`src/rtl/regfile_sched_pkg.sv`:
```
// Shared types and constants for the register-file write scheduler.
//   sched_state_t : scheduler state (sweep in progress / normal arbitration)
//   STAT_W        : width of each per-requester grant counter
package regfile_sched_pkg;

    typedef enum logic {
        SCHED_CLEAR,
        SCHED_RUN
    } sched_state_t;

    localparam int STAT_W = 16;

endpackage

```
`src/rtl/regfile_write_sched_rr_arbiter.sv`:
```
// Combinational round-robin arbiter. The search starts at requester 'ptr'.
// The first valid requester found after that point wins.
// The rotating pointer itself lives in the parent.
//   req       in  REQS   : request vector
//   ptr       in  IDX_W  : highest-priority requester this cycle
//   en        in  1      : arbitration enable; low forces no grant
//   grant     out REQS   : one-hot grant, or zero
//   grant_idx out IDX_W  : encoded index of the winner (0 when no grant)
module rr_arbiter #(
    parameter int REQS  = 4,
    parameter int IDX_W = (REQS > 1) ? $clog2(REQS) : 1
) (
    input  logic [REQS-1:0]  req,
    input  logic [IDX_W-1:0] ptr,
    input  logic             en,
    output logic [REQS-1:0]  grant,
    output logic [IDX_W-1:0] grant_idx
);

    always_comb begin
        int  j;
        logic found;
        grant     = '0;
        grant_idx = '0;
        found     = 1'b0;
        j         = 0;
        for (int k = 0; k < REQS; k++) begin
            // Walk the requesters in rotated order: ptr, ptr+1, ... with wrap.
            j = int'(ptr) + k;
            if (j >= REQS) j = j - REQS;
            if (en && !found && req[j]) begin
                found     = 1'b1;
                grant[j]  = 1'b1;
                grant_idx = IDX_W'(j);
            end
        end
    end

endmodule

```
`src/rtl/regfile_write_sched.sv`:
```
// Single-write-port register-file scheduler.
// Several producers share the one write port, with round-robin arbitration
// over valid/ready handshakes. After reset, or on a 'clear' pulse, the block
// writes CLEAR_VALUE to entries 0..SIZE-1, one entry per cycle.
//   clk, rst_n              : clock; asynchronous active-low reset
//   req_valid/req_ready     : per-requester handshake (ready is one-hot or zero)
//   req_index/req_data      : flattened per-requester write index/data
//   clear                   : pulse that restarts the clear sweep
//   busy                    : high while the sweep is in progress
//   wr_en/wr_index/wr_data  : registered register-file write port
//   grant_count             : per-requester saturating accept counters. This
//                             port exists only when REGFILE_SCHED_STATS_EN is
//                             defined.
module regfile_write_sched
    import regfile_sched_pkg::*;
#(
    parameter int               REQS        = 4,
    parameter int               WIDTH       = 32,
    parameter int               N           = 5,
    parameter int               SIZE        = 32,
    parameter logic [WIDTH-1:0] CLEAR_VALUE = '0
) (
    input  logic                  clk,
    input  logic                  rst_n,
    input  logic [REQS-1:0]       req_valid,
    output logic [REQS-1:0]       req_ready,
    input  logic [REQS*N-1:0]     req_index,
    input  logic [REQS*WIDTH-1:0] req_data,
    input  logic                  clear,
    output logic                  busy,
    output logic                  wr_en,
    output logic [N-1:0]          wr_index,
    output logic [WIDTH-1:0]      wr_data
`ifdef REGFILE_SCHED_STATS_EN
    ,
    output logic [REQS*STAT_W-1:0] grant_count
`endif
);

    localparam int           IDX_W = (REQS > 1) ? $clog2(REQS) : 1;
    localparam logic [N-1:0] LAST  = N'(SIZE - 1);

    sched_state_t     state;
    logic [N-1:0]     cnt;
    logic [IDX_W-1:0] ptr;
    logic [REQS-1:0]  grant;
    logic [IDX_W-1:0] grant_idx;
    logic             arb_en;
    logic             accept;

    // A clear pulse in RUN blocks acceptance in that same cycle.
    assign arb_en    = (state == SCHED_RUN) && !clear;
    assign req_ready = grant;
    assign accept    = |grant;
    assign busy      = (state == SCHED_CLEAR);

    rr_arbiter #(
        .REQS  (REQS),
        .IDX_W (IDX_W)
    ) u_arb (
        .req       (req_valid),
        .ptr       (ptr),
        .en        (arb_en),
        .grant     (grant),
        .grant_idx (grant_idx)
    );

    always_ff @(posedge clk or negedge rst_n) begin
        if (!rst_n) begin
            state    <= SCHED_CLEAR;
            cnt      <= '0;
            ptr      <= '0;
            wr_en    <= 1'b0;
            wr_index <= '0;
            wr_data  <= '0;
        end else if (clear) begin
            // Restart the sweep from entry 0 on the next cycle. Nothing is
            // written in the cycle that carries the pulse.
            state <= SCHED_CLEAR;
            cnt   <= '0;
            wr_en <= 1'b0;
        end else begin
            case (state)
                SCHED_CLEAR: begin
                    wr_en    <= 1'b1;
                    wr_index <= cnt;
                    wr_data  <= CLEAR_VALUE;
                    cnt      <= cnt + 1'b1;
                    if (cnt == LAST) state <= SCHED_RUN;
                end
                SCHED_RUN: begin
                    wr_en <= accept;
                    if (accept) begin
                        wr_index <= req_index[int'(grant_idx)*N +: N];
                        wr_data  <= req_data[int'(grant_idx)*WIDTH +: WIDTH];
                        ptr      <= (grant_idx == IDX_W'(REQS - 1)) ? '0
                                                                    : grant_idx + 1'b1;
                    end
                end
                default: state <= SCHED_CLEAR;
            endcase
        end
    end

`ifdef REGFILE_SCHED_STATS_EN
    logic [REQS-1:0][STAT_W-1:0] stat_q;

    // Only rst_n clears these counters. A clear pulse leaves them unchanged.
    for (genvar i = 0; i < REQS; i++) begin : g_stat
        always_ff @(posedge clk or negedge rst_n) begin
            if (!rst_n)
                stat_q[i] <= '0;
            else if (grant[i] && stat_q[i] != '1)
                stat_q[i] <= stat_q[i] + 1'b1;
        end
    end

    assign grant_count = stat_q;
`endif

endmodule

```
`config.mk`:
```
export PLATFORM = sky130hd
export DESIGN_NAME = regfile_write_sched
export DESIGN_NICKNAME = d
export VERILOG_FILES = /design/src/rtl/regfile_sched_pkg.sv /design/src/rtl/regfile_write_sched_rr_arbiter.sv /design/src/rtl/regfile_write_sched.sv
export SDC_FILE = /design/constraint.sdc
export NUM_CORES = 1
export LEC_CHECK = 0
export CAP_MARGIN = 30
export CORE_UTILIZATION = 35
export DETAILED_ROUTE_END_ITERATION = 10
export GPL_TIMING_DRIVEN = 0
export PLACE_DENSITY = 0.75
export SYNTH_ARGS = -nofsm -noshare
export SYNTH_HDL_FRONTEND = slang
export SYNTH_SLANG_ARGS = --single-unit
```
`constraint.sdc`:
```
create_clock -name clk -period 5.16 [get_ports clk]
set_clock_uncertainty 0.05 [all_clocks]
set_input_delay 1.032 -clock clk [delete_from_list [all_inputs] [get_ports clk]]
set_output_delay 1.032 -clock clk [all_outputs]
set_load 0.05 [all_outputs]
```
==> results.ini, run 1 <==
[job]
maxCapViolCount=0

[worst_hold_path]
hold_class=reg -> reg
min_from=wr_data[30]

[power]
leakage_nw=2.45
total_power_mw=1.06
max-vdd-ir-drop_mv=0.103
power_density_nw_per_um2=188

[run_status]
outcome=finished, final reports clean

[global_routing]
grt_usage_pct=24.8
grt_first_pass_wirelength_um=19400
grt_pass1_vias=3975
grt_overflow=0
grt_max_degree=26
antenna_found_initial=0

[final_layout]
syn2layout_area_growth_pct=65.6
antenna_cells=0
final_common_cell=clkdlybuf4s50_1
nets=799
stdcell_count=764
final_cell_mix=191 x clkdlybuf4s50_1, 137 x nand2_1, 64 x nand3_1, 46 x dfrtp_1, 32 x a32o_1
layout-drive-gt1-share_pct=4.72

[timing]
tightest_slew_ns=0.855
hold_ws_ns=0.447
rsz0062_at_grt=no
finalWorstSetupSlack_ns=0.220
slew_headroom_pct=42.6
hold_violations=0
setup_viol=0
finalMaxSlewViolations=0
finalCriticalPeriod_ns=4.94
setup_tns_ns=0
fin_crit_sh_pct=95.7
fmax_ghz=0.202

[routing]
vias_per_cell=5.22
routed_wirelength_um=12100
num_vias=3988
drc=0
antenna_left=0
first_pass_iters=5
avgRoutedWirePerCell_um=15.9
drt_iter0_markers=145

[clock_tree]
cts_inserted_buffers=5
clkTransAtPathRegs_ns=0.09
clockBufferDepth=2
htree_levels=2
cts_tree=yes
clk_latency_ns=0.30
root_buffer=clkbuf_8
cts.sinks=46

[placement]
pre_cts_ws_ns=0.315
globalplace.congestion=0.862
post-dp-hpwl_um=9390
dp.cells=756
port_buffers=196

[synthesis]
syn_area_per_cell_um2=7.89
ys_seq_area_share_pct=33.9
ys_warn_count=0
syn_inst=430
synth.ff_latch_count=46
ys_types=41
synth_nets=595
syn_area_um2=3390

[floorplan]
coreArea_um2=9330
die_area_um2=10100
rows=35
io_pins=198
die_y_um=100
dieWidth_um=100
initial_utilization_pct=36.4

[critical_path]
critPathLaunch=ptr[0]
path_class=reg -> out
crit_required_ns=4.08
worstSetupEndpointType=output pin
startpoint_type=flop
r2r_slack_ns=0.83
reg2reg_from=ptr[0]
cp_max_fo=10
arrival_ns=3.86

## metal layers
| metal | global-route usage (%) | vias to the layer above | share of wire (%) |
|---|---|---|---|
| li1 | - | 1934 | - |
| met1 | 29.6 | 1885 | 41 |
| met2 | 45.0 | 157 | 50 |
| met3 | 5.64 | 12 | 8.1 |
| met4 | 5.69 | 0 | 1.0 |
| met5 | 0 | - | 0 |
## area by class of cell
type / instances / area, µm²
plain buffers: 38 / 178
repair buffers: 197 / 1970
fillers: 882 / 3710
inverters: 12 / 45.0
well taps: 129 / 161
flip-flops and latches: 46 / 1150
clock buffers: 7 / 86.3
clock inverters: 1 / 5.00
multi-input cells: 334 / 2020
## cells in the mapped netlist
master     instances  area (µm²)
a221o_1            5        50.1
mux2i_1           14         140
nor2_1            11        41.3
inv_1             12        45.0
o22a_1             1        8.76
buf_4              1        7.51
nand2b_1           2        12.5
o22ai_1            1        6.26
nor4b_2            1        15.0
and2_1             1        6.26
or4_1              1        7.51
buf_2              7        35.0
nand3_1           64         320
nor3_1             6        30.0
o21ai_0            2        10.0
xnor2_1            2        17.5
o211ai_1           2        15.0
a2111oi_0          2        17.5
nor2b_1            4        25.0
xor2_1             2        17.5
mux2_2             5        56.3
o21bai_4           1        18.8
a21oi_1            6        30.0
a32o_1            32         320
mux4_2             3        67.6
nor4_1             1        6.26
clkbuf_1          22        82.6
o21a_1             1        7.51
nand4_1            1        6.26
ha_1              10         125
buf_1              5        18.8
o221ai_1           1        8.76
nand2_1          137         514
o21ai_1            1        5.00
nand3b_1           4        30.0
dfrtp_1           46        1150
a221oi_1           6        52.6
a31oi_1            1        6.26
buf_6              3        33.8
o211a_1            1        10.0
and3_1             2        12.5
## cells by family after synthesis
| group | Yosys count | synth area share [%] |
|---|---|---|
| mux | 22 | 7.78 |
| fa+ha+maj | 10 | 3.69 |
| xor+xnor | 4 | 1.03 |
| flops | 46 | 33.9 |
| compound gates | 63 | 16.7 |
| buf+inv | 50 | 6.57 |
| simple gates | 235 | 30.3 |
## where the power goes
group	switching (mW)	total [mW]	internal [mW]
registers	0.0168	0.390	0.373
clock network	0.124	0.233	0.108
logic	0.207	0.433	0.226
## flip-flops by register name, summed over array words and instances (netlist names)
| register | count |
|---|---|
| wr_data | 32 |
| wr_index | 5 |
| wr_en | 1 |
| ptr | 2 |
| cnt | 5 |
| state | 1 |
## timing repair
action	in CTS	in global routing
gates resized for setup	4	0
setup endpoints to repair	4	0
hold buffers	0	0
buffers inserted	0	0
## worst max-delay path: stages, from the launching register on
cell and delay, ns:
dfrtp_1 0.43, buf_2 0.23, buf_1 0.39, inv_1 0.22
ha_1 0.33, clkbuf_1 0.31, mux4_2 0.44, nor4b_2 0.43
a221o_1 0.26, dlygate4sd2_1 0.53
## per-stage QoR
stage                     cell area, µm²  utilization (%)
after detailed placement            5530             59.3
after CTS                           5620             60.2
after floorplan                     3390                -
after global routing                5620             60.2
after global placement              5520             59.1
final                               5620             60.2
## worst paths after layout
kind,end,cells after the start
worst max-delay path,req_ready[3],9
worst min-delay path,wr_data[30],1
worst max register to register,wr_data[1],14
worst min register to register,wr_data[30],1
max in group asynchronous,wr_data[2],2
min in group asynchronous,wr_data[26],1
Note: power is estimated with default switching activity, not from simulation.
==> inputs of run 2 (changes only) <==
Settings changed: SLEW_MARGIN set to 20.
==> results of run 2 <==
The final DEF is identical to that of run 1; final timing and power are the same.
